$ cat src/rtl/spi_pkg.sv
// Shared types for the SPI master: FSM state encoding, the per-transfer mode
// word latched on start, and the SCK level helper used by the FSM.
package spi_pkg;

    typedef enum logic [2:0] {
        IDLE     = 3'd0,
        SS_SETUP = 3'd1,
        P0       = 3'd2,
        P1       = 3'd3,
        SS_HOLD  = 3'd4
    } spi_state_t;

    typedef struct packed {
        logic cpol;
        logic cpha;
        logic lsb_first;
        logic ss_hold;
    } spi_mode_t;

    // SCK level for a given state: idle level outside the bit phases, and the
    // leading edge lands on P0 entry when cpha=1, on P1 entry when cpha=0.
    function automatic logic sclk_level(input spi_state_t st, input spi_mode_t m);
        logic lvl_s;
        case (st)
            P0:      lvl_s = m.cpol ^ m.cpha;
            P1:      lvl_s = m.cpol ^ ~m.cpha;
            default: lvl_s = m.cpol;
        endcase
        return lvl_s;
    endfunction

endpackage

$ cat src/rtl/spi_half_period_cnt.sv
// Half-period divisor counter. Counts 0..dvsr_eff-1 and wraps, where a
// divisor of zero behaves as one. tc pulses on the last cycle of each
// half-period; srst holds the count at zero while the master is idle.
module spi_half_period_cnt #(
    parameter int DVSR_W = 16
)(
    input  logic              clk,
    input  logic              rst_n,
    input  logic              srst,
    input  logic [DVSR_W-1:0] dvsr,
    output logic              tc
);

    logic [DVSR_W-1:0] cnt_r;
    logic [DVSR_W-1:0] dvsr_eff_s;

    // Effective divisor and terminal-count decode.
    always_comb begin
        dvsr_eff_s = (dvsr == {DVSR_W{1'b0}}) ? DVSR_W'(1) : dvsr;
        tc         = ~srst & (cnt_r == (dvsr_eff_s - DVSR_W'(1)));
    end

    // Count register: cleared while idle, wraps at terminal count.
    always_ff @(posedge clk or negedge rst_n) begin
        if (!rst_n) begin
            cnt_r <= {DVSR_W{1'b0}};
        end else if (srst) begin
            cnt_r <= {DVSR_W{1'b0}};
        end else if (tc) begin
            cnt_r <= {DVSR_W{1'b0}};
        end else begin
            cnt_r <= cnt_r + DVSR_W'(1);
        end
    end

endmodule

$ cat src/rtl/spi_master_multi.sv
// Parametrised SPI master: DATA_W-bit full-duplex transfers, all four
// CPOL/CPHA modes, NUM_SS active-low selects with setup/hold phases and an
// optional held select across back-to-back words.
// Optional feature macro: SPI_LSB_FIRST_EN -- when defined, lsb_first picks
// the shift direction per transfer; otherwise transfers are always MSB-first.
module spi_master_multi
    import spi_pkg::*;
#(
    parameter  int DATA_W = 8,
    parameter  int NUM_SS = 4,
    parameter  int DVSR_W = 16,
    localparam int SEL_W  = (NUM_SS > 1) ? $clog2(NUM_SS) : 1
)(
    input  logic              clk,
    input  logic              reset_n,
    input  logic [DATA_W-1:0] din,
    input  logic [DVSR_W-1:0] dvsr,
    input  logic              start,
    input  logic              cpol,
    input  logic              cpha,
    input  logic              lsb_first,
    input  logic [SEL_W-1:0]  ss_sel,
    input  logic              ss_hold,
    output logic [DATA_W-1:0] dout,
    output logic              spi_done_tick,
    output logic              ready,
    output logic              sclk,
    output logic              mosi,
    output logic [NUM_SS-1:0] ss_n,
    input  logic              miso
);

    localparam int               BIT_W    = $clog2(DATA_W) + 1;
    localparam logic [BIT_W-1:0] LAST_BIT = BIT_W'(DATA_W - 1);

    spi_state_t        state_r,   state_nxt_s;
    spi_mode_t         mode_r,    mode_nxt_s,  mode_in_s;
    logic [DVSR_W-1:0] dvsr_r,    dvsr_nxt_s;
    logic [SEL_W-1:0]  sel_r,     sel_nxt_s;
    logic              held_r,    held_nxt_s;
    logic [DATA_W-1:0] tx_r,      tx_nxt_s;
    logic [DATA_W-1:0] rx_r,      rx_nxt_s;
    logic [BIT_W-1:0]  bit_cnt_r, bit_cnt_nxt_s;
    logic [DATA_W-1:0] dout_r,    dout_nxt_s;
    logic              tick_r,    tick_nxt_s;
    logic              ready_r,   ready_nxt_s;
    logic              sclk_r,    sclk_nxt_s;
    logic              mosi_r,    mosi_nxt_s;
    logic [NUM_SS-1:0] ss_n_r,    ss_n_nxt_s;
    logic              lsb_req_s;
    logic              tc_s;

`ifdef SPI_LSB_FIRST_EN
    assign lsb_req_s = lsb_first;
`else
    assign lsb_req_s = lsb_first & 1'b0;
`endif

    assign mode_in_s = '{cpol: cpol, cpha: cpha, lsb_first: lsb_req_s, ss_hold: ss_hold};

    // One-hot-low select decode; an out-of-range index asserts nothing.
    function automatic logic [NUM_SS-1:0] sel_decode(input logic [SEL_W-1:0] s);
        logic [NUM_SS-1:0] v;
        v = {NUM_SS{1'b1}};
        for (int i = 0; i < NUM_SS; i++) begin
            if (int'(s) == i) begin
                v[i] = 1'b0;
            end else begin
                v[i] = 1'b1;
            end
        end
        return v;
    endfunction

    spi_half_period_cnt #(.DVSR_W(DVSR_W)) u_half_cnt (
        .clk   (clk),
        .rst_n (reset_n),
        .srst  (state_r == IDLE),
        .dvsr  (dvsr_r),
        .tc    (tc_s)
    );

    // Next-state, datapath and output decode for the transfer FSM.
    always_comb begin
        state_nxt_s   = state_r;
        mode_nxt_s    = mode_r;
        dvsr_nxt_s    = dvsr_r;
        sel_nxt_s     = sel_r;
        held_nxt_s    = held_r;
        tx_nxt_s      = tx_r;
        rx_nxt_s      = rx_r;
        bit_cnt_nxt_s = bit_cnt_r;
        dout_nxt_s    = dout_r;
        tick_nxt_s    = 1'b0;
        ss_n_nxt_s    = ss_n_r;

        case (state_r)
            IDLE: begin
                if (start) begin
                    mode_nxt_s    = mode_in_s;
                    dvsr_nxt_s    = dvsr;
                    sel_nxt_s     = ss_sel;
                    tx_nxt_s      = din;
                    bit_cnt_nxt_s = {BIT_W{1'b0}};
                    held_nxt_s    = 1'b0;
                    if (held_r && (ss_sel == sel_r)) begin
                        // Same slave still selected: no setup phase needed.
                        state_nxt_s = P0;
                    end else begin
                        // Old select (if any) releases in the same cycle.
                        state_nxt_s = SS_SETUP;
                        ss_n_nxt_s  = sel_decode(ss_sel);
                    end
                end else begin
                    state_nxt_s = IDLE;
                end
            end
            SS_SETUP: begin
                if (tc_s) begin
                    state_nxt_s = P0;
                end else begin
                    state_nxt_s = SS_SETUP;
                end
            end
            P0: begin
                if (tc_s) begin
                    state_nxt_s = P1;
                    if (mode_r.lsb_first) begin
                        rx_nxt_s = {miso, rx_r[DATA_W-1:1]};
                    end else begin
                        rx_nxt_s = {rx_r[DATA_W-2:0], miso};
                    end
                end else begin
                    state_nxt_s = P0;
                end
            end
            P1: begin
                if (tc_s) begin
                    if (bit_cnt_r == LAST_BIT) begin
                        dout_nxt_s = rx_r;
                        tick_nxt_s = 1'b1;
                        if (mode_r.ss_hold) begin
                            state_nxt_s = IDLE;
                            held_nxt_s  = 1'b1;
                        end else begin
                            state_nxt_s = SS_HOLD;
                        end
                    end else begin
                        state_nxt_s   = P0;
                        bit_cnt_nxt_s = bit_cnt_r + BIT_W'(1);
                        if (mode_r.lsb_first) begin
                            tx_nxt_s = {1'b0, tx_r[DATA_W-1:1]};
                        end else begin
                            tx_nxt_s = {tx_r[DATA_W-2:0], 1'b0};
                        end
                    end
                end else begin
                    state_nxt_s = P1;
                end
            end
            SS_HOLD: begin
                if (tc_s) begin
                    state_nxt_s = IDLE;
                    ss_n_nxt_s  = {NUM_SS{1'b1}};
                end else begin
                    state_nxt_s = SS_HOLD;
                end
            end
            default: begin
                state_nxt_s = IDLE;
                held_nxt_s  = 1'b0;
                ss_n_nxt_s  = {NUM_SS{1'b1}};
            end
        endcase

        sclk_nxt_s  = sclk_level(state_nxt_s, mode_nxt_s);
        mosi_nxt_s  = mode_nxt_s.lsb_first ? tx_nxt_s[0] : tx_nxt_s[DATA_W-1];
        ready_nxt_s = (state_nxt_s == IDLE);
    end

    // State, datapath and registered outputs; reset aborts any transfer.
    always_ff @(posedge clk or negedge reset_n) begin
        if (!reset_n) begin
            state_r   <= IDLE;
            mode_r    <= '0;
            dvsr_r    <= {DVSR_W{1'b0}};
            sel_r     <= {SEL_W{1'b0}};
            held_r    <= 1'b0;
            tx_r      <= {DATA_W{1'b0}};
            rx_r      <= {DATA_W{1'b0}};
            bit_cnt_r <= {BIT_W{1'b0}};
            dout_r    <= {DATA_W{1'b0}};
            tick_r    <= 1'b0;
            ready_r   <= 1'b1;
            sclk_r    <= 1'b0;
            mosi_r    <= 1'b0;
            ss_n_r    <= {NUM_SS{1'b1}};
        end else begin
            state_r   <= state_nxt_s;
            mode_r    <= mode_nxt_s;
            dvsr_r    <= dvsr_nxt_s;
            sel_r     <= sel_nxt_s;
            held_r    <= held_nxt_s;
            tx_r      <= tx_nxt_s;
            rx_r      <= rx_nxt_s;
            bit_cnt_r <= bit_cnt_nxt_s;
            dout_r    <= dout_nxt_s;
            tick_r    <= tick_nxt_s;
            ready_r   <= ready_nxt_s;
            sclk_r    <= sclk_nxt_s;
            mosi_r    <= mosi_nxt_s;
            ss_n_r    <= ss_n_nxt_s;
        end
    end

    assign dout          = dout_r;
    assign spi_done_tick = tick_r;
    assign ready         = ready_r;
    assign sclk          = sclk_r;
    assign mosi          = mosi_r;
    assign ss_n          = ss_n_r;

endmodule

$ cat config.mk
export PLATFORM = sky130hd
export DESIGN_NAME = spi_master_multi
export DESIGN_NICKNAME = d
export VERILOG_FILES = /design/src/rtl/spi_pkg.sv /design/src/rtl/spi_half_period_cnt.sv /design/src/rtl/spi_master_multi.sv
export SDC_FILE = /design/constraint.sdc
export NUM_CORES = 1
export LEC_CHECK = 0
export ABC_AREA = 1
export BUFFER_PORTS_ARGS = -buffer_cell sky130_fd_sc_hd__buf_2
export CAP_MARGIN = 20
export CORE_ASPECT_RATIO = 2
export CORE_MARGIN = 5
export CORE_UTILIZATION = 59
export DETAILED_ROUTE_END_ITERATION = 12
export HOLD_SLACK_MARGIN = 0.15
export PLACE_DENSITY_LB_ADDON = 0.2
export SYNTH_ARGS = -nofsm -noshare
export SYNTH_HDL_FRONTEND = slang
export SYNTH_SLANG_ARGS = --single-unit
$ cat constraint.sdc
create_clock -name clk -period 3.3 [get_ports clk]
set_input_delay 0.495 -clock clk [delete_from_list [all_inputs] [get_ports clk]]
set_output_delay 0.495 -clock clk [all_outputs]
set_load 0.01 [all_outputs]
## Word-level counts from Yosys, hierarchy flattened

Cells that the tools add are included.

| cells by class | value |
|---|---|
| reduce and logical (&&, ||, !) cells | 14 |
| multiplexer cells | 42 |
| equal/unequal tests | 19 |
| bitwise logic cells | 7 |
| add/subtract/negate cells | 3 |

Operators by type and width:

| kind | count |
|---|---|
| 2-to-1 mux 16 bit | 3 |
| 2-to-1 mux 8 bit | 5 |
| 2-to-1 mux 4 bit | 8 |
| adder 16 x 1 -> 16 bit (second input constant) | 1 |
| equality test 16 bit | 1 |
| zero test 16 bit | 1 |
| case mux 8 bit (2 select lines) | 1 |
| subtractor 16 x 1 -> 16 bit (second input constant) | 1 |
| 2-to-1 mux 3 bit | 5 |
| case mux 3 bit (5 select lines) | 1 |
| inequality test 2 bit (second input constant) | 7 |
| 2-to-1 mux 1 bit | 13 |
| equality test 3 x 2 -> 1 bit (second input constant) | 4 |
| case mux 4 bit (3 select lines) | 1 |
| case mux 4 bit (2 select lines) | 1 |
| AND reduction 4 bit | 2 |
| zero test 3 bit | 2 |
| OR reduction 3 bit | 2 |
| AND reduction 5 bit | 1 |
| adder 4 x 1 -> 4 bit (second input constant) | 1 |
| equality test 2 bit (second input constant) | 2 |
| equality test 4 x 3 -> 1 bit (second input constant) | 1 |
| 2-to-1 mux 2 bit | 2 |
| NOT 1 bit | 4 |
| 13 further kinds | 15 |

| word-level totals | value |
|---|---|
| word-level logic and storage cells | 104 |
| bits of input ports | 34 |
| output and inout port bits | 16 |
| register bits | 78 |

## Longest topological paths before layout

| logic depth | value |
|---|---|
| depth after elaboration | 9 |
| gate-level depth with buffers | 26 |

## By module

Synthesis repeated with hierarchy kept, for this count alone.

| unflattened totals | value |
|---|---|
| cells, all modules | 602 |
| area total of the unflattened synthesis | 4483.0 sq um |

By module, submodules not included:

| module | area each (sq um) | cells an instance | sequential area each (sq um) | times used |
|---|---|---|---|---|
| spi_master_multi | 2850.2 | 335 | 1557.7 | 1 |
| spi_half_period_cnt | 1632.8 | 267 | 400.4 | 1 |

## Worst setup path after synthesis

OpenSTA, ideal clock, no wires.

| path | value |
|---|---|
| path kind | register to register |
| start | reg dvsr_r[5] |
| end | reg bit_cnt_r[2] |
| cell stages (with the launch flop) | 24 |
| buffers on the path | 1 |
| period minus slack after synthesis | 2.799 ns |
| library setup time | 0.129 ns |
| slack | 0.501 ns |
| arrival time | 2.670 ns |
| cell sequence | dfrtp_1 -> nor2_2 -> nand2_4 -> nor2_4 -> nand2_4 -> nand2_2 -> inv_2 -> ha_1 -> nand2_2 -> nand2_1 -> nand3_1 -> nand2_1 -> nand3b_1 -> nor3_1 -> nand2_1 -> nor2_4 -> nand2_4 -> nand2_2 -> nand2_2 -> buf_6 -> inv_2 -> nand3_1 -> nand2_1 -> nor2_2 |

| on the way | value |
|---|---|
| word-level cells in the longest chain between the ends | 7 |

RTL lines:

| what | line | source |
|---|---|---|
| from (decl) | spi_master_multi.sv:38 | `logic [DVSR_W-1:0] dvsr_r, dvsr_nxt_s;` |
| from (signal assigned) | spi_master_multi.sv:186 | `dvsr_r <= {DVSR_W{1'b0}};` |
| from (signal assigned) | spi_master_multi.sv:201 | `dvsr_r <= dvsr_nxt_s;` |
| zero test 16 bit | spi_half_period_cnt.sv:19 | `dvsr_eff_s = (dvsr == {DVSR_W{1'b0}}) ? DVSR_W'(1) : dvsr;` |
| 2-to-1 mux 16 bit * | spi_half_period_cnt.sv:19 |  |
| subtractor 16 x 1 -> 16 bit * | spi_half_period_cnt.sv:20 | `tc = ~srst & (cnt_r == (dvsr_eff_s - DVSR_W'(1)));` |
| equality test 16 bit * | spi_half_period_cnt.sv:20 |  |
| bitwise AND 1 bit * | spi_half_period_cnt.sv:20 |  |
| inequality test 2 bit (no line) * | -- |  |
| AND reduction 4 bit (no line) * | -- |  |
| to (signal assigned) | spi_master_multi.sv:191 | `bit_cnt_r <= {BIT_W{1'b0}};` |
| to (signal assigned) | spi_master_multi.sv:206 | `bit_cnt_r <= bit_cnt_nxt_s;` |
| to (decl) | spi_master_multi.sv:43 | `logic [BIT_W-1:0] bit_cnt_r, bit_cnt_nxt_s;` |

Every way passes the cells marked *; elsewhere a longest branch is shown, timed or not.
A chain may end at the register's enable or synchronous reset.

## Final worst setup path

| path | value |
|---|---|
| start | reg dvsr_r[11] |
| end | reg bit_cnt_r[3] |

Same word-level chain as after synthesis.

==> reports/qor.csv <==
stage,metric,value,unit
global_routing,maximum number of pins on one net before global-route repair,79,
drt,M1 WL,3830,um
critical_path,crit path launch type,register,
timing,Pins Over Slew Limit,0,
clock_tree,Max Buffers Root-to-Sink,2,
clock_tree,clock buffer count from CTS,9,
die,die width,71.0,um
drt,via count,3911,
die,die area,0.00936,mm^2
die,Core Box Area,0.00727,mm^2
synthesis,"count leader, synth",nand2_1,
power,Pwr per Cell Area,539,mW/mm^2
power,Max IR drop VDD,489,uV
timing,Achievable Freq,0.337,GHz
die,die height,132,um
layout,Sequential Area,0.00196,mm^2
min_path,min-delay worst type,primary input to register,
layout,Layout Nets,670,
drt,Routed WL,10700,um
drt,DR vias/cell,5.36,
synthesis,Post-Syn Area,0.00439,mm^2
drt,met2 WL,5780,um
critical_path,Critical Setup Path Class,register to register,
synthesis,Post-Syn Area per Cell,7.72,um^2
clock_tree,# clock sinks,78,
synthesis,ys flop type,dfrtp_1,
synthesis,syn nets,605,
synthesis,"Seq/Total Area, Yosys",0.447,
drt,DRC viols,0,
clock_tree,CTS HTree Levels,3,
synthesis,Async SR Flop Fraction,1.00,
clock_tree,cell chosen for the clock root,clkbuf_16,
critical_path,Critical Path Sink Type,register,
clock_tree,clk slew on worst S/H paths,0.06,ns
global_routing,vias in the first global route,3930,
critical_path,setup slack of the most critical reg-to-reg path,0.33,ns
layout,n_diodes,0,
layout,Filler cells,618,
drt,top sig layer,met4,
layout,area taken by multi-input logic gates,0.00215,mm^2
critical_path,Worst setup startpoint,dvsr_r[11]$_DFFE_PN0P_,
timing,Clock Skews,0.00537,ns
global_routing,Total GRT Usage,0.241,
synthesis,Synth cell types,46,
synthesis,leading area contributor after synthesis,dfrtp_1,
run_status,status,finished clean,
timing,"Hold Violations, Final",0,
drt,routed len/inst,14.6,um
drt,DRT antenna net count,0,
synthesis,most area-consuming cells after synthesis,"dfrtp_1, nand2_1, inv_1",
timing,Slew @ Worst Pin,0.733,ns
synthesis,Post-synth EDFFs,0,
power,Lkg Pwr,0.00264,uW
synthesis,number of cells produced by synthesis,568,
synthesis,Commonest cells post-synth,"nand2_1, dfrtp_1, inv_1",
placement,IO buf count,48,
critical_path,Worst EP arrival,3.18,ns
placement,gpl congestion,0.881,
timing,Tcrit/Tclk final,0.900,
timing,Fin Setup TNS,0,ns
global_routing,antenna violations before repair,0,
global_routing,gr ovfl total,0,
critical_path,data required time of the worst path,3.52,ns
die,# rows,44,
layout,Area Growth Syn to Fin,18.0,%
clock_tree,Worst-Skew Late Latency,0.34,ns
clock_tree,clock tree from TritonCTS,done,
die,# IOs,50,
timing,unrepaired setup endpoints after global routing,false,
job,max-cap viol count,0,
timing,Max-slew headroom,0.511,
layout,share of layout cells above drive strength 1,0.199,
drt,drt first-iter violations,230,
critical_path,FF-to-FF Start,dvsr_r[11]$_DFFE_PN0P_,
die,Initial Util,0.603,
global_routing,first-pass GRT wire length,17700,um
synthesis,top-area cell type share of the netlist area,0.417,
drt,DR WL met3,406,um
layout,Final Util,0.712,
synthesis,Synth Warn #,0,
placement,post-DP HPWL,8100,um
timing,Final min period,2.97,ns
min_path,hold path startpoint,dvsr[7],
drt,1st-pass router iterations,4,
timing,final setup vio count,0,
critical_path,CP max FO,7,
synthesis,#FFs+latches synth,78,
[power by group]
part / switching (uW) / internal [uW] / total (uW)
clock network: 404 / 588 / 992
logic: 330 / 245 / 575
registers: 129 / 1100 / 1220
[cells in the final DEF, fill, tap and decap left out, types with 8 or more instances in the layout]
cell type,n
nor2_1,50
nand4_1,10
inv_1,60
xor2_1,12
clkbuf_16,9
nor3_1,17
nand3_1,37
buf_4,18
o21ai_0,29
a21oi_1,8
o21ai_1,18
nand2_1,155
xnor2_1,8
dfrtp_1,71
buf_2,47
[logic make-up after synthesis]
kind of cell | after synthesis | share of synthesized area
multiplexers | 5 | 0.0114
AND/OR/NAND/NOR | 310 | 0.324
flip-flops | 78 | 0.447
XOR/XNOR | 21 | 0.0437
AO/OA/AOI/OAI | 73 | 0.0964
adder cells (fa/ha/maj) | 3 | 0.00856
buffers and inverters | 78 | 0.0699
[repair_timing]
item | 4_1_cts | 5_1_grt
setup buffers | 0 | 1
endpoints found under the setup margin | 0 | 36
hold buffers | 0 | 1
hold endpoints to repair | 0 | 5
gates resized for setup | 0 | 9
[critical path, cell delays in order (launching register included)]
cell and delay (ns):
dfrtp_1 0.43, nor2_1 0.19, nand2_2 0.11, nor2_4 0.13, nand2_4 0.06, nand2_2 0.08
inv_2 0.05, ha_2 0.22, nand2_4 0.13, nor2_8 0.06, nand2_2 0.05, nand2_1 0.05
nand3_1 0.15, nand3_1 0.12, nor2_1 0.10, nand3_1 0.11, nor2_4 0.18, nand2_4 0.12
nand2_2 0.07, nand2_2 0.08, nor2_1 0.13, xor2_1 0.16, nor2_1 0.05
[routing by layer]
metal,global-route usage,up-vias
li1,-,1967
met1,0.257,1816
met2,0.423,90
met3,0.0389,38
met4,0.162,0
met5,0,-
[flip-flops by register name (all words and copies together), names as in the netlist, 2 cells and up]
signal and count:
u_half_cnt.cnt_r 16, mode_r 4, rx_r 8, state_r 3
bit_cnt_r 4, tx_r 8, dout 8, sel_r 2
dvsr_r 16, ss_n 4
[area by class of cell]
| type | instances | share of cell area |
|---|---|---|
| Multi-Input combinational cell | 412 | 0.415 |
| Sequential cell | 78 | 0.379 |
| Timing Repair Buffer | 67 | 0.0788 |
| Inverter | 65 | 0.0471 |
| Clock buffer | 9 | 0.0435 |
| Tap cell | 92 | 0.0222 |
| Clock inverter | 7 | 0.0143 |
[through the flow]
step | cell area [um^2] | cells | power (uW) | hold WS [ns] | setup slack [ns]
finish | 5170 | 730 | 2790 | 0.356 | 0.332
global route | 5170 | 730 | 2950 | 0.357 | 0.0378
CTS | 5100 | 727 | 2790 | 0.351 | 0.133
detailed placement | 4800 | 711 | 1790 | 0.468 | 0.152
global placement | 4800 | 711 | 1770 | 0.461 | 0.170
floorplan | 4390 | 568 | 1620 | 0.199 | 0.501
[final timing paths]
kind | end | depth (start not counted)
max reg2reg | bit_cnt_r[3]$_DFFE_PN0P_ | 22
min in group asynchronous | dvsr_r[1]$_DFFE_PN0P_ | 2
max | bit_cnt_r[3]$_DFFE_PN0P_ | 22
max in group asynchronous | ready$_DFF_PN1_ | 3
min | dvsr_r[7]$_DFFE_PN0P_ | 3
min reg2reg | dout[0]$_DFFE_PN0P_ | 2
Power figures use the tool's default switching activity.
